## config.mk

```make
export PLATFORM = sky130hd
export DESIGN_NAME = sram_read_sequencer
export DESIGN_NICKNAME = d
export VERILOG_FILES = /design/src/rtl/sram_read_sequencer.sv
export SDC_FILE = /design/constraint.sdc
export NUM_CORES = 1
export LEC_CHECK = 0
export CORE_UTILIZATION = 30
export DETAILED_ROUTE_END_ITERATION = 10
export GPL_ROUTABILITY_DRIVEN = 0
export PLACE_DENSITY_LB_ADDON = 0.08
export SLEW_MARGIN = 5
export SYNTH_ARGS = -nofsm -noshare
export SYNTH_HDL_FRONTEND = slang
export SYNTH_SLANG_ARGS = --single-unit
```

## constraint.sdc

```tcl
create_clock -name i_clk -period 4.52 [get_ports i_clk]
set_clock_uncertainty 0.2 [all_clocks]
set_input_delay 1.356 -clock i_clk [delete_from_list [all_inputs] [get_ports i_clk]]
set_output_delay 1.356 -clock i_clk [all_outputs]
set_load 0.005 [all_outputs]
```

## src/rtl/sram_read_sequencer.sv

```systemverilog
// rtl/sram_read_sequencer.sv - 2-D strided SRAM read job sequencer
// Walks a rows x cols window and streams the returned words through a 2-entry buffer.
module sram_read_sequencer #(
  parameter int ADDR_WIDTH = 8,
  parameter int DATA_WIDTH = 64
) (
  input  logic                  i_clk,
  input  logic                  i_nrst,
  input  logic                  i_start,
  input  logic [ADDR_WIDTH-1:0] i_base_addr,
  input  logic [ADDR_WIDTH-1:0] i_row_stride,
  input  logic [ADDR_WIDTH-1:0] i_num_cols,
  input  logic [ADDR_WIDTH-1:0] i_num_rows,
  output logic                  o_busy,
  output logic                  o_done,
  output logic                  o_sram_read_en,
  output logic [ADDR_WIDTH-1:0] o_sram_read_addr,
  input  logic [DATA_WIDTH-1:0] i_sram_data,
  input  logic                  i_sram_data_valid,
  output logic [DATA_WIDTH-1:0] o_data,
  output logic                  o_data_valid,
  input  logic                  i_data_ready
);

  typedef enum logic [1:0] {ST_IDLE, ST_ISSUE, ST_DRAIN} state_t;

  state_t state_q, state_d;

  logic [ADDR_WIDTH-1:0] stride_q;
  logic [ADDR_WIDTH-1:0] num_cols_q;
  logic [ADDR_WIDTH-1:0] num_rows_q;
  logic [ADDR_WIDTH-1:0] row_ptr_q;
  logic [ADDR_WIDTH-1:0] col_q;
  logic [ADDR_WIDTH-1:0] row_q;
  logic                  inflight_q;
  logic                  done_q;

  logic [DATA_WIDTH-1:0] fifo_mem_q [2];
  logic                  fifo_rd_q;
  logic                  fifo_wr_q;
  logic [1:0]            fifo_count_q;

  logic       accept;
  logic       job_empty;
  logic       pop;
  logic       push;
  logic       last_col;
  logic       last_elem;
  logic       read_en;
  logic       drained;
  logic [2:0] fill_after;

  assign accept    = (state_q == ST_IDLE) && i_start;
  assign job_empty = (i_num_cols == '0) || (i_num_rows == '0);
  assign pop       = o_data_valid && i_data_ready;
  // Only a return for a read we actually issued is buffered; stale returns after reset are dropped.
  assign push      = i_sram_data_valid && inflight_q;

  // Occupancy the buffer would reach if the in-flight return lands and the head pops now.
  assign fill_after = {1'b0, fifo_count_q} + {2'b0, inflight_q} - {2'b0, pop};
  assign read_en    = (state_q == ST_ISSUE) && (fill_after < 3'd2);
  assign last_col   = (col_q == num_cols_q - ADDR_WIDTH'(1));
  assign last_elem  = last_col && (row_q == num_rows_q - ADDR_WIDTH'(1));
  assign drained    = !inflight_q && (fill_after == 3'd0);

  assign o_sram_read_addr = row_ptr_q + col_q;
  assign o_data           = fifo_mem_q[fifo_rd_q];
  assign o_data_valid     = (fifo_count_q != 2'd0);

  always_ff @(posedge i_clk or negedge i_nrst) begin
    if (!i_nrst) begin
      state_q <= ST_IDLE;
    end else begin
      state_q <= state_d;
    end
  end

  always_comb begin
    state_d = state_q;
    case (state_q)
      ST_IDLE:  if (i_start) state_d = job_empty ? ST_DRAIN : ST_ISSUE;
      ST_ISSUE: if (read_en && last_elem) state_d = ST_DRAIN;
      ST_DRAIN: if (done_q) state_d = ST_IDLE;
      default:  state_d = ST_IDLE;
    endcase
  end

  always_comb begin
    o_busy         = (state_q != ST_IDLE);
    o_done         = done_q;
    o_sram_read_en = read_en;
  end

  // Row pointer advances by the stride at each row wrap, so no multiply is needed.
  always_ff @(posedge i_clk or negedge i_nrst) begin
    if (!i_nrst) begin
      stride_q   <= '0;
      num_cols_q <= '0;
      num_rows_q <= '0;
      row_ptr_q  <= '0;
      col_q      <= '0;
      row_q      <= '0;
      inflight_q <= 1'b0;
      done_q     <= 1'b0;
    end else begin
      inflight_q <= read_en;
      done_q     <= (accept && job_empty) ||
                    ((state_q == ST_DRAIN) && !done_q && drained);
      if (accept) begin
        stride_q   <= i_row_stride;
        num_cols_q <= i_num_cols;
        num_rows_q <= i_num_rows;
        row_ptr_q  <= i_base_addr;
        col_q      <= '0;
        row_q      <= '0;
      end else if (read_en) begin
        if (last_col) begin
          col_q     <= '0;
          row_q     <= row_q + ADDR_WIDTH'(1);
          row_ptr_q <= row_ptr_q + stride_q;
        end else begin
          col_q <= col_q + ADDR_WIDTH'(1);
        end
      end
    end
  end

  always_ff @(posedge i_clk or negedge i_nrst) begin
    if (!i_nrst) begin
      fifo_mem_q[0] <= '0;
      fifo_mem_q[1] <= '0;
      fifo_rd_q     <= 1'b0;
      fifo_wr_q     <= 1'b0;
      fifo_count_q  <= 2'd0;
    end else begin
      if (push) begin
        fifo_mem_q[fifo_wr_q] <= i_sram_data;
        fifo_wr_q             <= ~fifo_wr_q;
      end
      if (pop) begin
        fifo_rd_q <= ~fifo_rd_q;
      end
      case ({push, pop})
        2'b10:   fifo_count_q <= fifo_count_q + 2'd1;
        2'b01:   fifo_count_q <= fifo_count_q - 2'd1;
        default: fifo_count_q <= fifo_count_q;
      endcase
    end
  end

endmodule
```

==> impl_results.md <==
* Fin Hold WS at roughly 0.29 ns
* WS Path Type: input port to output pin
* First-pass iteration count of the detailed router at 4
* Final WS setup at approximately 0.025 ns
* Via density at approximately 4.7
* Die height at ~180 µm
* Top_reg_cell synth: dfrtp_1
* Largest net degree at the start of global routing at ~80
* Register area share after synthesis at between 50% and 60%
* Slew Viols, Final at 0
* Final Hold Viols at 0
* Die ar. at approximately 0.031 mm²
* Yosys top cell by area: dfrtp_1
* Initial antenna violation count at 0
* Max Used Layer: met4
* Crit path max fanout at 2
* Initial Util at a little under a third
* EDFF count, synth at 0
* Netlist cell types at 56
* Status: completed
* Vias in the first global route at between 6,000 and 7,000
* Final setup fails at 0
* Inserted Clock Buffers at 17
* DR WL met2 at between 10,000 and 15,000 µm
* Synth Cell Area at around 0.0092 mm²
* VDD IR max at around 0.00042 V
* First DRT Iteration DRCs at ~250
* Post-DP HPWL at ~15,000 µm
* Synthesis warning total at 0
* Max capacitance violation total at 0
* Worst setup EP type: output pin
* Worst Setup Start Kind: input port
* Via count at roughly 6,400
* Leak at roughly 0.0052 µW
* Critical Path AT at between 2 and 3 ns
* Synthesis-to-finish area growth at 33.03%
* Worst slew pin tran at between 0.7 and 0.8 ns
* Share of layout cells above drive strength 1 at 28.60%
* Design Power at around 8200 µW
* Fin crit period at 4.495 ns
* CTS sink count at approximately 180
* Latest clock arrival within the worst-skew pair at 0.44 ns
* Routed met3 length at 795 µm
* Worst slack, placed at -0.8774 ns
* # hold bufs at CTS at 0
* CTS tree: done
* WL/cell at approximately 16 µm
* Yosys reg bits at ~180
* Pwr dens at 671.8 mW/mm²
* Tcrit/Tclk final at 99.45%
* Clock tree buffer depth at 2
* R2R depth at 13
* Post-synth top cells: mux2_2 (193), dfrtp_1 (184), nand2_1 (107), clkbuf_1 (30), xnor2_1 (23)
* Hold Crit Depth at 2
* Syn Inst Count at 771
* Top-count cell post-synth: mux2_2
* Worst endpoint required time at just under 3 ns
* Placed insts at 1,322
* Slew margin rel. at 47.91%
* Core Rows at 63
* Met1 WL at roughly 11,000 µm
* Core Area at ~0.03 mm²
* Buffers on Ports at approximately 180
* Detail Route Antenna Nets at 0
* Net Count, Synth at 896
* Fin nets at between 1,000 and 1,500
* Top cells by area, synth: dfrtp_1 (50%), mux2_2 (24%), nand2_1 (4.4%)
* Worst min path class: register to register
* Unrepaired setup endpoints after global routing: true
* Average size of a mapped cell at 11.90 µm²
* Diode count at 0
* First-pass GRT wire length at about 37,000 µm
* Fmax achieved at around 220 MHz
* CTS clk-pin slew, worst paths at ~0.090 ns
* H-tree depth at 4
* Grt ovf at 0
* Global Route Usage Sum at between 15 and 20%
* Finished Layout Cells at 1,355
* # IOs at between 150 and 200
* Ys async rst share at 100.0%
* CTS root buf: clkbuf_16
* Die X at roughly 180 µm
* Residual DRC at 0
* WL final at 22,300 µm
* Share of the synthesized area in the top cell type at 50.20%
[worst max-delay path, stage by stage]
cell and delay [ns]:
buf_6 0.09, and2_4 0.13, ha_4 0.20, inv_2 0.06, ha_4 0.12, inv_2 0.04, fa_2 0.55, nand4b_1 0.17
clkinv_2 0.12, buf_6 0.10
[flip-flops by register name (all words and copies together), names as in the netlist]
name / flops
inflight_q: 1
fifo_count_q: 2
num_rows_q: 8
num_cols_q: 8
fifo_wr_q: 1
fifo_rd_q: 1
stride_q: 8
col_q: 8
row_q: 8
fifo_mem_q: 128
o_done: 1
state_q: 2
row_ptr_q: 8
[layout by cell type, fill, tap and decap left out, drive strengths merged, types with 2 or more instances in the layout]
cell	count
buf	25
nor4	9
clkbuf	19
nor2b	3
nand2b	8
inv	24
or4	4
o21a	3
a21oi	9
xor2	13
o31ai	2
nand4	5
o2111ai	3
and2	5
ha	21
a31o	3
nor3b	3
nand4b	3
clkdlybuf4s50	172
a21o	2
nor2	18
a31oi	3
mux2	193
o21ai	18
nand3b	2
o211ai	14
or2	3
and4	3
mux2i	5
nand2	107
xnor2	23
nand3	15
dfrtp	184
clkinv	7
fa	3
nor3	14
[power breakdown]
part | switching (µW) | internal [µW]
Combinational | 1470 | 2370
Clock | 769 | 801
Sequential | 430 | 2360
Total | 2670 | 5530
[final timing paths]
path	start	end	slack, ns
setup / recovery	i_data_ready	o_sram_read_en	0.02
hold / removal	stride_q[2]$_DFFE_PN0P_	stride_q[2]$_DFFE_PN0P_	0.29
setup reg to reg	fifo_count_q[0]$_DFFE_PN0P_	row_q[4]$_DFFE_PN0P_	1.13
hold reg to reg	stride_q[2]$_DFFE_PN0P_	stride_q[2]$_DFFE_PN0P_	0.29
max in group asynchronous	i_nrst	col_q[0]$_DFFE_PN0P_	2.54
min in group asynchronous	i_nrst	fifo_mem_q[8]$_DFFE_PN0P_	0.74
[per-layer routing]
layer,vias to the layer above,GRT usage [%]
met5,-,0
met4,0,3.772
met3,17,2.599
met2,121,24.36
met1,3149,20.70
li1,3088,-
[kinds of logic (layout without fill, tap and decap cells)]
logic type | Yosys count | after routing | share of synthesized area [%]
buffers and inverters | 55 | 249 | 2.401
and+or+nand+nor | 204 | 204 | 10.87
DFF | 184 | 184 | 50.20
adders and majority gates | 24 | 24 | 3.520
AOI/OAI and AO/OA | 70 | 70 | 5.321
xor gates and xnor gates | 36 | 36 | 3.438
muxes | 198 | 198 | 24.24
[through the flow]
| stage | instance area, µm² | setup TNS (ns) | util [%] |
|---|---|---|---|
| after floorplan | 9171 | 0 | - |
| after global placement | 11530 | -0.8544 | 38.58 |
| after detailed placement | 11530 | -0.9101 | 38.58 |
| after CTS | 12190 | -0.06143 | 40.79 |
| after global routing | 12200 | -0.07711 | 40.84 |
| final | 12200 | 0 | 40.84 |
[layout make-up]
type                    instances  area (µm²)
well taps                     390       488.0
flip-flops and latches        184        4607
clock inverters                14       181.4
fillers                      2901       17670
multi-input cells             532        4408
repair buffers                199        2018
clock buffers                  18       429.2
inverters                      18       68.82
[what timing repair did]
item	in CTS	in global routing
pin swaps	5	5
resized for setup	18	4
setup endpoints to repair	1	3
buffers inserted	1	0
Note: power is estimated with default switching activity, not from simulation.
